[config.mk]
export PLATFORM = sky130hd
export DESIGN_NAME = pmc_readout
export DESIGN_NICKNAME = d
export VERILOG_FILES = /design/src/rtl/pmc_readout.sv
export SDC_FILE = /design/constraint.sdc
export NUM_CORES = 1
export LEC_CHECK = 0
export BUFFER_PORTS_ARGS = -buffer_cell sky130_fd_sc_hd__buf_2
export CAP_MARGIN = 20
export CORE_AREA = 2 2 427 429
export DETAILED_ROUTE_END_ITERATION = 7
export DIE_AREA = 0 0 429 431
export GPL_TIMING_DRIVEN = 0
export HOLD_SLACK_MARGIN = 0.1
export PLACE_DENSITY = 0.3
export SYNTH_ARGS = -nofsm -noshare
export SYNTH_HDL_FRONTEND = slang
export SYNTH_SLANG_ARGS = --single-unit
[constraint.sdc]
create_clock -name clk -period 7.4 [get_ports clk]
set_clock_uncertainty 0.15 [all_clocks]
set_input_delay 0.74 -clock clk [delete_from_list [all_inputs] [get_ports clk]]
set_output_delay 0.74 -clock clk [all_outputs]
set_load 0.005 [all_outputs]
[src/rtl/pmc_readout.sv]
// pmc_readout: snapshots four performance-monitor metric buses and
// streams them as a framed, checksummed word sequence over valid/ready.
module pmc_readout #(
  parameter int          WORDS_PER_METRIC = 1,
  parameter logic [31:0] BASE_ADDR        = 32'h0000_0400
) (
  input  logic         clk,
  input  logic         reset,
  input  logic         start_in,
  input  logic [255:0] stall_count_in,
  input  logic [255:0] cpi_q78_in,
  input  logic [255:0] arith_count_in,
  input  logic [255:0] mem_access_count_in,
  output logic [31:0]  word_out,
  output logic [31:0]  word_addr_out,
  output logic         word_valid_out,
  input  logic         word_ready_in,
  output logic         busy_out,
  output logic         done_out
);

  localparam int N    = 4 * WORDS_PER_METRIC;
  localparam int LAST = N + 1;

  typedef enum logic [1:0] {
    IDLE,
    SEND,
    DONE
  } state_t;

  state_t              state_q, state_d;
  logic [5:0]          idx_q, idx_d;
  logic [31:0]         csum_q, csum_d;
  logic [7:0]          seq_q, seq_d;
  logic [3:0][255:0]   snap_q, snap_d;
  logic [31:0]         cur_word;
  logic                accept;

  assign accept = (state_q == SEND) && word_ready_in;

  // State and datapath registers; reset abandons any frame in flight.
  always_ff @(posedge clk or posedge reset) begin
    if (reset) begin
      state_q <= IDLE;
      idx_q   <= '0;
      csum_q  <= '0;
      seq_q   <= '0;
      snap_q  <= '0;
    end else begin
      state_q <= state_d;
      idx_q   <= idx_d;
      csum_q  <= csum_d;
      seq_q   <= seq_d;
      snap_q  <= snap_d;
    end
  end

  // Select the frame word addressed by the current index.
  always_comb begin
    cur_word = '0;
    if (idx_q == 6'd0) begin
      cur_word = {16'h504D, seq_q, 8'(N)};
    end else if (idx_q == 6'(LAST)) begin
      cur_word = csum_q;
    end else begin
      for (int m = 0; m < 4; m++) begin
        for (int j = 0; j < WORDS_PER_METRIC; j++) begin
          if (idx_q == 6'(1 + m * WORDS_PER_METRIC + j)) begin
            cur_word = snap_q[m][32*j +: 32];
          end
        end
      end
    end
  end

  // Next-state logic.
  always_comb begin
    state_d = state_q;
    unique case (state_q)
      IDLE: if (start_in) state_d = SEND;
      SEND: if (accept && idx_q == 6'(LAST)) state_d = DONE;
      DONE: state_d = IDLE;
      default: state_d = IDLE;
    endcase
  end

  // Snapshot capture, index advance, checksum fold and sequence count.
  always_comb begin
    snap_d = snap_q;
    idx_d  = idx_q;
    csum_d = csum_q;
    seq_d  = seq_q;
    unique case (state_q)
      IDLE: begin
        if (start_in) begin
          snap_d[0] = stall_count_in;
          snap_d[1] = cpi_q78_in;
          snap_d[2] = arith_count_in;
          snap_d[3] = mem_access_count_in;
          idx_d     = '0;
          csum_d    = '0;
        end
      end
      SEND: begin
        if (accept) begin
          idx_d = idx_q + 6'd1;
          if (idx_q != 6'(LAST)) csum_d = csum_q ^ cur_word;
        end
      end
      DONE: begin
        seq_d = seq_q + 8'd1;
        idx_d = '0;
      end
      default: ;
    endcase
  end

  // Outputs are gated by state so IDLE and reset present all zeros.
  always_comb begin
    word_valid_out = (state_q == SEND);
    busy_out       = (state_q == SEND);
    done_out       = (state_q == DONE);
    word_out       = '0;
    word_addr_out  = '0;
    if (state_q == SEND) begin
      word_out      = cur_word;
      word_addr_out = BASE_ADDR + {24'd0, idx_q, 2'b00};
    end
  end

endmodule

==> summary.md <==
| Metric | Value |
|---|---|
| Fmax achieved | `0.210 GHz` |
| Fin area | `13600 um2` |
| Area growth syn-to-layout | `52.1%` |
| Hold Violations, Final | `0` |
| CTS tree | `done` |
| Proportion of layout cells with a drive suffix above 1 | `0.378` |
| Global route overflow | `0` |
| Fin. max-slew vios | `0` |
| Synth unique cells | `46` |
| Die outline height | `431 um` |
| Pint | `3.02 mW` |
| Combinational cell fraction of total power | `0.523` |
| Transition time of the tightest slew-check pin | `1.16 ns` |
| Placement row count | `156` |
| Max Cap Violations | `0` |
| Count of buffers added by post-CTS timing repair for setup | `0` |
| Layout net count | `2069` |
| Hold/Removal Path Class | `input pin to asynchronous set/reset pin` |
| Setup crit end kind | `primary output` |
| Iteration-0 DRC count of the detailed router | `325` |
| Unrepaired setup endpoints after global routing | `false` |
| Worst setup margin | `2.65 ns` |
| Clk root buf | `clkbuf_16` |
| Instance area after placement | `12900 um2` |
| CTS H-tree depth | `4` |
| Peak fanout along the critical path | `10` |
| Count of endpoints failing setup in the final report | `0` |
| Clock slew at reported path FFs | `0.09 ns` |
| Worst Setup Slack post-DPL | `2.89 ns` |
| First-pass GRT wire length | `67600 um` |
| Die footprint | `185000 um2` |
| Relative slew margins | `0.225` |
| Antenna violations before repair | `22` |
| Seq/Total Area, Yosys | `0.494` |
| Pwr dens | `422 nW/um2` |
| Total GRT Usage | `0.0546` |
| Clock network latency to the later pin of the worst-skew pair | `0.51 ns` |
| Number of placed I/O pins | `1095` |
| Post-detailed-route count of antenna-violating nets | `0` |
| Synthesis-stage register bit count | `176` |
| Leakage Power | `4.89 nW` |
| Required time at the worst-slack endpoint | `6.51 ns` |
| Buffer levels on the longest clock path | `2` |
| Post-Syn Area | `8910 um2` |
| Arr. time, crit path | `3.86 ns` |
| Post-layout min period | `4.75 ns` |
| Routed via count | `7305` |
| Width of the chip | `429 um` |
| Synthesis warning total | `0` |
| Number of search-and-repair iterations in the first detailed-routing pass | `4` |
| Post-DP HPWL | `40400 um` |
| Detailed Route WL | `50700 um` |
| Via count of the first global-routing pass | `7708` |
| Initial core utilization | `0.0495` |
| Quantity of gates resized following cts | `0` |
| Hold-fix buffers, CTS | `0` |
| Total power | `5.72 mW` |
| CP startpoint kind | `flop` |
| Port Buffers | `173` |
| Fraction of power spent switching nets | `0.472` |
| Number of cells produced by synthesis | `815` |
| Clock group share of total power | `0.177` |
| Run status | `completed` |
| Remaining design rule violation count | `0` |
| Final estimated routing congestion in global placement | `0.687` |
| Via count normalized by instance count | `2.14` |
| Category of the most critical setup path | `flop to primary output` |
| Proportion of power drawn by flip-flops and latches | `0.300` |
| Switching power of the nets | `2.70 mW` |
| Routed len/inst | `14.8 um` |
| Largest net degree at the start of global routing | `98` |
| Setup Total Neg Slack | `0 ns` |
| Clock buffers created by TritonCTS | `17` |
| Core region area | `180000 um2` |
| Post-route clock period utilization | `0.642` |
| Mean instance size in the synthesized netlist | `10.9 um2` |
| Number of sinks on the clock net | `176` |
| Maximum resistive drop on vdd | `0.152 mV` |
-- registers in the layout, indices dropped and copies added (netlist names) --
register  count
state_q       2
csum_q       32
snap_q      128
idx_q         6
seq_q         8
-- power by group through the flow --
stage | Clock (mW) | Sequential [mW] | Combinational [mW]
2_1_floorplan | 0 | 1.62 | 1.69
3_3_place_gp | 0 | 1.74 | 3.04
3_5_place_dp | 0 | 1.74 | 3.09
4_1_cts | 1.07 | 1.73 | 3.10
5_1_grt | 1.10 | 1.78 | 3.27
6_report | 1.01 | 1.72 | 2.99
-- metal layers --
metal  up-vias  track usage  routed length, um
li1       3358            -                  -
met1      3701       0.0648              21200
met2       181       0.0983              26400
met3        61       0.0109               1930
met4         4       0.0164               1190
met5         -            0                 21
-- worst paths after layout --
| check | startpoint | end | slack, ns | depth (start not counted) |
|---|---|---|---|---|
| worst max-delay path | idx_q[0] | word_out[17] | 2.65 | 8 |
| worst min-delay path | reset | snap_q[21] | 0.16 | 2 |
| worst max register to register | state_q[0] | csum_q[10] | 3.40 | 6 |
| worst min register to register | csum_q[2] | csum_q[2] | 0.35 | 1 |
| max in group asynchronous | reset | snap_q[270] | 5.87 | 3 |
| min in group clk | stall_count_in[11] | snap_q[11] | 0.31 | 2 |
-- through the flow --
step,cells,utilization,hold slack [ns]
2_1_floorplan,839,-,0.311
3_3_place_gp,3382,0.0712,0.333
3_5_place_dp,3387,0.0718,0.337
4_1_cts,3419,0.0752,0.191
5_1_grt,3419,0.0752,0.222
6_report,3421,0.0752,0.163
-- kinds of logic (layout without fill, tap and decap cells) --
| kind of cell | Yosys count | after routing | synth area share |
|---|---|---|---|
| other | 1 | 27 | 0.000421 |
| XOR/XNOR | 11 | 11 | 0.0108 |
| multiplexers | 128 | 128 | 0.161 |
| flip-flops | 176 | 176 | 0.494 |
| AO/OA/AOI/OAI | 216 | 216 | 0.161 |
| adder cells (fa/ha/maj) | 5 | 5 | 0.00702 |
| AND/OR/NAND/NOR | 178 | 178 | 0.106 |
| buffers and inverters | 100 | 310 | 0.0592 |
-- worst max-delay path, stage by stage, from the launching register on --
cell and delay, ns:
dfrtp_1 0.47, ha_1 0.23, clkbuf_1 0.54, clkbuf_1 0.88, a21oi_1 0.06, o21ai_0 0.22, a32oi_1 0.38, a211oi_1 0.33
buf_2 0.22
-- cell type report --
class	instances	area, um2
fillers	21000	167000
flip-flops and latches	176	4400
multi-input cells	563	4080
well taps	2370	2970
repair buffers	178	951
plain buffers	90	493
clock buffers	17	425
clock inverters	15	184
inverters	10	45.0
diodes	2	5.00
-- cells in the mapped netlist, drive strengths merged --
| cell type | instances | area (um2) |
|---|---|---|
| or3b | 1 | 11.3 |
| nor2b | 3 | 18.8 |
| o211a | 7 | 70.1 |
| nand2 | 51 | 191 |
| a32oi | 25 | 234 |
| xor2 | 7 | 61.3 |
| nor4b | 1 | 8.76 |
| nor2 | 33 | 124 |
| a211oi | 17 | 128 |
| o21ai | 59 | 295 |
| mux2i | 6 | 60.1 |
| ha | 5 | 62.6 |
| a21o | 1 | 7.51 |
| a2bb2oi | 4 | 35.0 |
| conb | 1 | 3.75 |
| nor3b | 1 | 18.8 |
| and3b | 1 | 8.76 |
| nor4 | 2 | 18.8 |
| inv | 10 | 37.5 |
| dfrtp | 176 | 4400 |
| nand3 | 9 | 45.0 |
| and2 | 7 | 43.8 |
| or4 | 1 | 7.51 |
| a21oi | 65 | 325 |
| a221o | 21 | 216 |
| a311oi | 7 | 61.3 |
| clkbuf | 43 | 165 |
| mux2 | 122 | 1370 |
| a31oi | 9 | 56.3 |
| nor3 | 1 | 10.0 |
| nand4 | 4 | 25.0 |
| buf | 47 | 325 |
| nand2b | 30 | 188 |
| a22o | 1 | 8.76 |
| xnor2 | 4 | 35.0 |
| or2 | 1 | 6.26 |
| nand3b | 6 | 57.6 |
| or3 | 26 | 163 |
-- cells in the final DEF (no fill, tap or decap), types with 6 or more instances in the layout --
master / instances
buf_2: 187
dfrtp_1: 176
mux2_2: 122
a21oi_1: 65
o21ai_0: 59
nand2_1: 51
clkbuf_1: 40
nor2_1: 32
nand2b_1: 30
buf_4: 29
or3_1: 26
conb_1: 25
a32oi_1: 23
a211oi_1: 17
clkbuf_16: 17
a221o_1: 16
inv_1: 9
a31oi_1: 9
nand3_1: 9
and2_1: 7
o211a_1: 7
xor2_1: 7
a311oi_1: 7
mux2i_1: 6
Note: power is estimated with default switching activity, not from simulation.
